## src/rtl/ovl_load_ctrl.sv

```systemverilog
// ovl_load_ctrl: write-side sequencer for the 8-bank character-overlay RAM.
// Parses the UDP receive word stream into WRITE / COMMIT / CLEAR commands,
// drives the RAM write port and holds the bank shown by the read side.
// Optional feature: define OVL_BANK_LOCK_EN to reject WRITE/CLEAR aimed at
// the bank currently on display (tear-free updates).
module ovl_load_ctrl #(
  parameter logic [15:0] MAGIC     = 16'hC0DE,
  parameter int          BANK_BITS = 3,
  parameter int          OFS_BITS  = 8,
  parameter int          ERR_BITS  = 8
) (
  input  logic                          udp_clk,
  input  logic                          rstn,
  input  logic                          rec_en,
  input  logic [31:0]                   rec_data,
  input  logic                          rec_pkt_done,
  output logic                          ram_wr_en,
  output logic [BANK_BITS+OFS_BITS-1:0] ram_wr_addr,
  output logic [31:0]                   ram_wr_data,
  output logic [BANK_BITS-1:0]          disp_bank,
  output logic                          load_busy,
  output logic                          frame_done,
  output logic [ERR_BITS-1:0]           err_cnt
);

  localparam int AW = BANK_BITS + OFS_BITS;
  localparam int CW = OFS_BITS + 1;

  localparam logic [3:0]          CMD_WRITE  = 4'd1;
  localparam logic [3:0]          CMD_COMMIT = 4'd2;
  localparam logic [3:0]          CMD_CLEAR  = 4'd3;
  localparam logic [OFS_BITS-1:0] OFS_ONE    = {{(OFS_BITS-1){1'b0}}, 1'b1};
  localparam logic [OFS_BITS-1:0] OFS_LAST   = {OFS_BITS{1'b1}};
  localparam logic [OFS_BITS-1:0] OFS_ZERO   = {OFS_BITS{1'b0}};
  localparam logic [CW-1:0]       CNT_ONE    = {{(CW-1){1'b0}}, 1'b1};
  localparam logic [CW-1:0]       CNT_ZERO   = {CW{1'b0}};
  localparam logic [CW-1:0]       LEN_MAX    = {1'b1, {OFS_BITS{1'b0}}};
  localparam logic [ERR_BITS-1:0] ERR_ONE    = {{(ERR_BITS-1){1'b0}}, 1'b1};
  localparam logic [ERR_BITS-1:0] ERR_MAX    = {ERR_BITS{1'b1}};

  typedef enum logic [2:0] {
    ST_IDLE  = 3'd0,
    ST_LEN   = 3'd1,
    ST_DATA  = 3'd2,
    ST_DRAIN = 3'd3,
    ST_CLEAR = 3'd4
  } state_t;

  state_t                state_r, state_n;
  logic [BANK_BITS-1:0]  bank_r, bank_n;
  logic [OFS_BITS-1:0]   ofs_r, ofs_n;
  logic [CW-1:0]         cnt_r, cnt_n;
  logic                  pkt_seen_r, pkt_seen_n;
  logic [BANK_BITS-1:0]  disp_bank_r, disp_bank_n;
  logic                  wr_en_r, wr_en_n;
  logic [AW-1:0]         wr_addr_r, wr_addr_n;
  logic [31:0]           wr_data_r, wr_data_n;
  logic                  frame_done_r, frame_done_n;
  logic                  busy_r;
  logic [ERR_BITS-1:0]   err_r;
  logic                  err_inc_s;

  // Header field decode of the current word.
  logic [15:0]           hdr_tag_s;
  logic [3:0]            hdr_cmd_s;
  logic [BANK_BITS-1:0]  hdr_bank_s;
  logic [OFS_BITS-1:0]   hdr_ofs_s;
  logic [CW-1:0]         len_s;
  logic                  lock_hit_s;

  assign hdr_tag_s  = rec_data[31:16];
  assign hdr_cmd_s  = rec_data[15:12];
  assign hdr_bank_s = rec_data[9 +: BANK_BITS];
  assign hdr_ofs_s  = rec_data[OFS_BITS-1:0];
  assign len_s      = rec_data[CW-1:0];

`ifdef OVL_BANK_LOCK_EN
  assign lock_hit_s = (hdr_bank_s == disp_bank_r);
`else
  assign lock_hit_s = 1'b0;
`endif

  // Next-state, write-port and error decisions; a word is processed first,
  // then an end-of-packet seen in the same cycle is applied on top.
  always_comb begin
    state_n      = state_r;
    bank_n       = bank_r;
    ofs_n        = ofs_r;
    cnt_n        = cnt_r;
    pkt_seen_n   = pkt_seen_r;
    disp_bank_n  = disp_bank_r;
    wr_en_n      = 1'b0;
    wr_addr_n    = wr_addr_r;
    wr_data_n    = wr_data_r;
    frame_done_n = 1'b0;
    err_inc_s    = 1'b0;
    case (state_r)
      ST_IDLE: begin
        if (rec_en) begin
          if (hdr_tag_s != MAGIC) begin
            err_inc_s = 1'b1;
            state_n   = ST_DRAIN;
          end else begin
            case (hdr_cmd_s)
              CMD_WRITE: begin
                if (lock_hit_s) begin
                  err_inc_s = 1'b1;
                  state_n   = ST_DRAIN;
                end else begin
                  bank_n  = hdr_bank_s;
                  ofs_n   = hdr_ofs_s;
                  state_n = ST_LEN;
                end
              end
              CMD_COMMIT: begin
                disp_bank_n  = hdr_bank_s;
                frame_done_n = 1'b1;
                state_n      = ST_DRAIN;
              end
              CMD_CLEAR: begin
                if (lock_hit_s) begin
                  err_inc_s = 1'b1;
                  state_n   = ST_DRAIN;
                end else begin
                  bank_n     = hdr_bank_s;
                  ofs_n      = OFS_ZERO;
                  pkt_seen_n = 1'b0;
                  state_n    = ST_CLEAR;
                end
              end
              default: begin
                err_inc_s = 1'b1;
                state_n   = ST_DRAIN;
              end
            endcase
          end
          if (rec_pkt_done) begin
            case (state_n)
              ST_LEN: begin
                err_inc_s = 1'b1;
                state_n   = ST_IDLE;
              end
              ST_CLEAR: pkt_seen_n = 1'b1;
              default:  state_n    = ST_IDLE;
            endcase
          end else begin
            pkt_seen_n = pkt_seen_n;
          end
        end else begin
          state_n = ST_IDLE;
        end
      end
      ST_LEN: begin
        if (rec_en) begin
          if ((len_s == CNT_ZERO) || (len_s > LEN_MAX)) begin
            err_inc_s = 1'b1;
            state_n   = ST_DRAIN;
          end else begin
            cnt_n   = len_s;
            state_n = ST_DATA;
          end
        end else begin
          state_n = ST_LEN;
        end
        if (rec_pkt_done) begin
          if (state_n != ST_DRAIN) begin
            err_inc_s = 1'b1;
          end else begin
            err_inc_s = err_inc_s;
          end
          state_n = ST_IDLE;
        end else begin
          state_n = state_n;
        end
      end
      ST_DATA: begin
        if (rec_en) begin
          wr_en_n   = 1'b1;
          wr_addr_n = {bank_r, ofs_r};
          wr_data_n = rec_data;
          ofs_n     = ofs_r + OFS_ONE;
          cnt_n     = cnt_r - CNT_ONE;
          if (cnt_r == CNT_ONE) begin
            state_n = ST_DRAIN;
          end else begin
            state_n = ST_DATA;
          end
        end else begin
          state_n = ST_DATA;
        end
        if (rec_pkt_done) begin
          if (state_n != ST_DRAIN) begin
            err_inc_s = 1'b1;
          end else begin
            err_inc_s = 1'b0;
          end
          state_n = ST_IDLE;
        end else begin
          state_n = state_n;
        end
      end
      ST_DRAIN: begin
        if (rec_pkt_done) begin
          state_n = ST_IDLE;
        end else begin
          state_n = ST_DRAIN;
        end
      end
      ST_CLEAR: begin
        wr_en_n   = 1'b1;
        wr_addr_n = {bank_r, ofs_r};
        wr_data_n = 32'h0000_0000;
        ofs_n     = ofs_r + OFS_ONE;
        if (rec_pkt_done) begin
          pkt_seen_n = 1'b1;
          err_inc_s  = pkt_seen_r;
        end else begin
          pkt_seen_n = pkt_seen_r;
        end
        if (ofs_r == OFS_LAST) begin
          state_n = pkt_seen_n ? ST_IDLE : ST_DRAIN;
        end else begin
          state_n = ST_CLEAR;
        end
      end
      default: state_n = ST_IDLE;
    endcase
  end

  // State, datapath and registered outputs; error count saturates.
  always_ff @(posedge udp_clk or negedge rstn) begin
    if (!rstn) begin
      state_r      <= ST_IDLE;
      bank_r       <= {BANK_BITS{1'b0}};
      ofs_r        <= OFS_ZERO;
      cnt_r        <= CNT_ZERO;
      pkt_seen_r   <= 1'b0;
      disp_bank_r  <= {BANK_BITS{1'b0}};
      wr_en_r      <= 1'b0;
      wr_addr_r    <= {AW{1'b0}};
      wr_data_r    <= 32'h0000_0000;
      frame_done_r <= 1'b0;
      busy_r       <= 1'b0;
      err_r        <= {ERR_BITS{1'b0}};
    end else begin
      state_r      <= state_n;
      bank_r       <= bank_n;
      ofs_r        <= ofs_n;
      cnt_r        <= cnt_n;
      pkt_seen_r   <= pkt_seen_n;
      disp_bank_r  <= disp_bank_n;
      wr_en_r      <= wr_en_n;
      wr_addr_r    <= wr_addr_n;
      wr_data_r    <= wr_data_n;
      frame_done_r <= frame_done_n;
      busy_r       <= (state_n != ST_IDLE);
      if (err_inc_s && (err_r != ERR_MAX)) begin
        err_r <= err_r + ERR_ONE;
      end else begin
        err_r <= err_r;
      end
    end
  end

  assign ram_wr_en   = wr_en_r;
  assign ram_wr_addr = wr_addr_r;
  assign ram_wr_data = wr_data_r;
  assign disp_bank   = disp_bank_r;
  assign load_busy   = busy_r;
  assign frame_done  = frame_done_r;
  assign err_cnt     = err_r;

endmodule

```

## config.mk

```make
export PLATFORM = sky130hd
export DESIGN_NAME = ovl_load_ctrl
export DESIGN_NICKNAME = d
export VERILOG_FILES = /design/src/rtl/ovl_load_ctrl.sv
export SDC_FILE = /design/constraint.sdc
export NUM_CORES = 1
export LEC_CHECK = 0
export BUFFER_PORTS_ARGS = -buffer_cell sky130_fd_sc_hd__buf_2
export CAP_MARGIN = 25
export CELL_PAD_IN_SITES_DETAIL_PLACEMENT = 2
export CELL_PAD_IN_SITES_GLOBAL_PLACEMENT = 2
export CORE_ASPECT_RATIO = 0.5
export CORE_MARGIN = 5
export CORE_UTILIZATION = 35
export CTS_BUF_LIST = sky130_fd_sc_hd__clkbuf_16
export DETAILED_ROUTE_END_ITERATION = 6
export HOLD_SLACK_MARGIN = 0.15
export PLACE_DENSITY_LB_ADDON = 0.2
export SKIP_LAST_GASP = 1
export SLEW_MARGIN = 10
export SYNTH_ARGS = -nofsm -noshare
export SYNTH_HDL_FRONTEND = slang
export SYNTH_SLANG_ARGS = --single-unit
```

## constraint.sdc

```tcl
create_clock -name udp_clk -period 4.2 [get_ports udp_clk]
set_input_delay 0.21 -clock udp_clk [delete_from_list [all_inputs] [get_ports udp_clk]]
set_output_delay 0.21 -clock udp_clk [all_outputs]
set_load 0.005 [all_outputs]
```

# After elaboration in Yosys (flattened, before gate mapping)
# Index checks and enable logic that the tools add are counted.
# totals
reg_bits,81
latch_bits,0
mem_bits_rw,0
mem_bits_ro,0
inputBits,36
output_inout_bits,57
elab_cells,114
n_memories,0
# classes
n_addsub,3
multipliers,0
div_mod_pow,0
magnitude_cmp,1
eq_ne,21
n_shift,0
muxes,59
bitwise,1
reduce_logical,17
# ops
cell,n
one-hot mux 32 bit (2 select lines),1
two-way mux 3 bit,13
two-way mux 32 bit,1
two-way mux 9 bit,3
two-way mux 1 bit,26
two-way mux 8 bit,3
one-hot mux 8 bit (3 select lines),1
one-hot mux 11 bit (2 select lines),1
one-hot mux 9 bit (2 select lines),1
adder 8 x 1 -> 8 bit (second input constant),2
!= test 16 bit (second input constant),1
one-hot mux 8 bit (2 select lines),1
one-hot mux 3 bit (5 select lines),1
AND reduction 4 bit,3
two-way mux 11 bit,1
!= test 2 bit (second input constant),5
== test 9 x 1 -> 1 bit (second input constant),1
greater-than comparator 9 bit (second input constant),1
zero test 9 bit,1
subtractor 9 x 1 -> 9 bit (second input constant),1
== test 4 x 2 -> 1 bit (second input constant),2
== test 8 bit (second input constant),1
!= test 8 bit (second input constant),1
== test 3 x 1 -> 1 bit (second input constant),2
19 further kinds,28

# Longest topological paths before layout
# depth
word_depth,11
ltp_mapped,8
ltp_nobuf,8

# Worst setup path after synthesis
# OpenSTA, ideal clock, no wires.
# synth_timing
kind,input to register
start,input port rec_data[0]
end,register err_r[1] (netlist: err_cnt[1])
setup_time_ns,0.125
arrival_time_ns,1.847
t_required_ns,4.075
setup_slack_ns,2.229
stages,6
path_buffers,0
path_cell_list,or4_1 o2111a_1 a211oi_2 o211ai_2 nand2_1 mux2_2
# synth_via
elab_chain_len,10
elab_cells_between_ends,13
cone_classes,1 x order compare; 1 x eq/ne; 8 x mux; 3 x reduce/logical
# synth_lines
element,line,rtl
"start, declared",15,"input logic [31:0] rec_data,"
greater-than comparator 9 bit or zero test 9 bit (tied branches),155,if ((len_s == CNT_ZERO) || (len_s > LEN_MAX)) begin
logical OR 1 bit *,155,
two-way mux 1 bit,155,
two-way mux 3 bit,154,if (rec_en) begin
two-way mux 3 bit,97,case (state_r)
!= test 3 x 2 -> 1 bit,166,if (state_n != ST_DRAIN) begin
two-way mux 1 bit,166,
two-way mux 1 bit *,165,if (rec_pkt_done) begin
one-hot mux 1 bit (4 select lines) *,97,
logical AND 1 bit *,257,if (err_inc_s && (err_r != ERR_MAX)) begin
"end signal, assigned",244,err_r <= {ERR_BITS{1'b0}};
"end signal, assigned",258,err_r <= err_r + ERR_ONE;
"end signal, assigned",260,err_r <= err_r;
"end, declared",60,logic [ERR_BITS-1:0] err_r;
# Mark *: on every way between the ends. The rest lies on a longest branch, timed or not. The select of a mux whose other input is x is not followed.
# A chain may end at the register's enable or synchronous reset.

# Worst setup path in the final report
# layout_timing
start,input port rec_data[24]
end,register ofs_r[2]
# layout_via
elab_chain_len,3
# layout_lines
element,line,rtl
!= test 16 bit,100,if (hdr_tag_s != MAGIC) begin
!= test 2 bit (no source line),-,
AND reduction 5 bit (no source line),-,
"end signal, assigned",248,ofs_r <= ofs_n;
"end, declared",51,"logic [OFS_BITS-1:0] ofs_r, ofs_n;"
# No other way between the ends.

==> results.txt <==
- Status: completed
- Cell breakdown of the critical path: dlygate4sd3_1, buf_2, nor4b_1, nand4b_1, o21bai_1, a31o_2, o21ai_0, a22o_1
* Slew headroom: 41.6%
- VDD sags by at most 0.000183 V.
- Effective utilization at floorplan: 35.7%
* Synth Instances: 412
- During synthesis, Yosys emitted a total of 0 warnings.
* Actual transition at the worst max-transition pin: about 900 ps
* CTS Root Buffer Type: sky130_fd_sc_hd__clkbuf_16
- Arrival time at the worst endpoint: 2840 ps
- The number of antenna diodes in the final layout is 0.
* Cell Pwr Density: about 500 nW/um^2
- On the worst path, the slowest cell contributes a delay of about 550 ps.
- Proportion of register bits with asynchronous set or reset after synthesis: 100%
- In the global route stage, overall resource usage came out at about a fifth.
- Top cells by instance count after synthesis: 82 x sky130_fd_sc_hd__nand2_1, 81 x sky130_fd_sc_hd__dfrtp_1, 44 x sky130_fd_sc_hd__o21ai_0
- The number of pins with negative max-slew slack in the final report was 0.
* Number of flops mapped to enable cells by yosys: 0
* Synth unique cells: 53
- Entering global routing, the biggest net connects 66 pins.
- Wires add up to ~13000 um.
- The detail route stage leaves a number of antenna-violating nets equal to 0.
- The final layout contains ~560 nets.
- Buffers inserted during clock tree synthesis total 9.
- Data on the critical path is required at its endpoint by 4430 ps.
- Cell taking the most area after synthesis: sky130_fd_sc_hd__dfrtp_1
- Worst Setup Path Type: in -> reg
- Clock-pin slew on the worst setup and hold paths: 60 ps
* Wire length of the first global-routing pass: 21200 um
* Drt first pass iters: 4
* Hold slack: 165 ps
- Routability-driven placement finished with a final weighted congestion of 0.810.
* Floorplan die width: 160 um
- STA classifies the critical path startpoint as an input pin.
- CTS tree: built
- After global routing the overflow that remains totals 0.
- The cell area that synthesis handed to floorplanning was between 3000 and 4000 um^2.
* Final worst-path cycle share: 62.2%
* Post-route clock skew: 5.71 ps
* Floorplan die height: approximately 85 um
- Via count of the routed design: 3534
* Clock H-tree levels: 3
* Synth Net Count: 452
- Max clock buf depth: 2
- Number of cell rows: 27
- Crit-path max FO: 14
- The via count of the first global-routing pass was 3987.
* Top cells by area, synth: sky130_fd_sc_hd__dfrtp_1 52%, sky130_fd_sc_hd__nand2_1 7.8%, sky130_fd_sc_hd__o21ai_0 5.6%
* R2r setup slk: 1880 ps
- Placed wire-length estimate after detailed placement: 8690 um
- Counting both buffers and inverters, the worst setup path holds a total of 2.
* RSZ-0062 raised after global routing: no
* Number of top-level pins: slightly above 90
- After detailed routing, the number of vias per cell comes to 5.27.
- For this run, design rule violations remaining after detail routing come to 0.
- Setup violations remaining at the end of the flow were counted as 0.
- The path class of the tightest hold or removal check is in -> reg.
* Average cell area after synthesis: 9.52 um^2
- In this run the post-CTS setup repair buffer count came out at 0.
- Area overhead of the layout relative to synthesis: 28.4%
- Cells with a size suffix above 1 make up 26.3% of the layout.
- The clock period could shrink to 2610 ps.
- Max Cap Violations: 0
- Static Leak: around 0.0023 uW
* Kind of cell with the highest combined delay on the critical path: compound AO/OA/AOI/OAI gates
- For this run, the leading register cell type out of synthesis is sky130_fd_sc_hd__dfrtp_1.
- After detailed routing, the average wire length per cell comes to 19.1 um.
- Number of sinks driven by the clock tree: 81
* Most frequent cell after synthesis: sky130_fd_sc_hd__nand2_1
* # port buffers: 92
* FMAX: 0.383 GHz
* # fillers: 1201
- The number of antenna violations at the first check in global routing was 0.
* CORE AREA: about 11000 um^2
- Final Hold Fails: 0
* Slowest CP cell: sky130_fd_sc_hd__dlygate4sd3_1
* Initial DRC Count: 95
* Flip-flop and latch count after synthesis: 81
- Type of element capturing the critical path: register
- Post-Route Setup TNS: 0 ps
* Fraction of post-synthesis cell area in the top cell type by area: 51.7%
* Clock latency on the worst-skew pair: 340 ps
* Die area: 13600 um^2
- Share of the yosys chip area belonging to registers: between 50% and 60%
- Post-CTS resize count: 0
==> layout by cell type, fill, tap and decap left out, drive strengths merged, types with 2 or more instances in the layout <==
master and instances:
o21ai 47, a32o 2, a41oi 3, dlygate4sd3 24, inv 9, nand4 5, nor2 23, nor3 9
buf 96, nand4b 2, mux2 17, o21bai 2, nand3 12, nand2 82, a22oi 5, clkinv 4
a31oi 7, a22o 2, nor2b 3, a21o 2, nand2b 5, ha 4, a21oi 19, clkbuf 9
and4b 2, or3 7, dfrtp 81, and2 3, and3 9, or4 3, o22a 3, nor4b 2
xnor2 6
==> what timing repair did <==
action                                  4_1_cts  5_1_grt
endpoints found under the setup margin        0        0
hold buffers                                 24        0
endpoints found under the hold margin        59        0
==> final cells by class <==
type	count	area [um^2]	area share, %
inverter	8	30.0	0.596
timing repair buffer	120	766	15.2
sequential	81	2030	40.2
multi-input combinational	301	1770	35.2
clock buffer	9	225	4.47
tap	145	181	3.60
clock inverter	6	35.0	0.696
==> through the flow <==
step / util [%] / worst slack (ps) / std cells / total power (uW) / cell area, um^2
2_1_floorplan: - / 2230 / 412 / 1480 / 3920
3_3_place_gp: 40.8 / 1460 / 628 / 1770 / 4480
3_5_place_dp: 41.1 / 1310 / 629 / 1810 / 4510
4_1_cts: 45.6 / 1300 / 668 / 2560 / 5010
5_1_grt: 45.9 / 1520 / 670 / 2720 / 5040
6_report: 45.9 / 1590 / 670 / 2530 / 5040
==> routing by layer <==
metal  track usage (%)  up-vias  routed length (um)
li1                  -     1677                   -
met1              24.8     1794                5930
met2              33.3       53                6170
met3              6.40       10                 607
met4              3.15        0                  85
met5                 0        -                   0
==> worst reg2reg max path, delay by kind of cell, from the launching register on <==
| kind | cells | cell delay (ps) |
|---|---|---|
| compound gates | 1 | 260 |
| simple gates | 4 | 1490 |
| flops | 1 | 520 |
==> worst paths after layout <==
kind	start	cells after the start	to
setup / recovery	rec_data[24]	8	ofs_r[2]
hold / removal	rec_data[1]	3	ram_wr_data[1]
setup reg to reg	state_r[1]	5	load_busy
hold reg to reg	err_cnt[4]	1	err_cnt[4]
max in group asynchronous	rstn	3	ram_wr_data[1]
min in group asynchronous	rstn	2	ram_wr_data[10]
==> power breakdown <==
| part | switching [uW] | total [uW] | internal (uW) |
|---|---|---|---|
| Combinational | 342 | 655 | 313 |
| Sequential | 175 | 1160 | 989 |
| Clock | 317 | 711 | 394 |
| Total | 834 | 2530 | 1700 |
==> cell families after synthesis <==
group / share of synthesized area (%)
simple gates: 21.1
compound gates: 16.5
flops: 51.7
buf+inv: 3.19
mux: 4.88
xor+xnor: 1.34
fa+ha+maj: 1.28
==> flip-flops by register name, indices dropped and copies added, names as in the netlist <==
name,flops
bank_r,3
cnt_r,9
disp_bank,3
err_cnt,8
frame_done,1
load_busy,1
ofs_r,8
pkt_seen_r,1
ram_wr_addr,11
ram_wr_data,32
ram_wr_en,1
state_r,3
(Power assumes the default switching activity.)
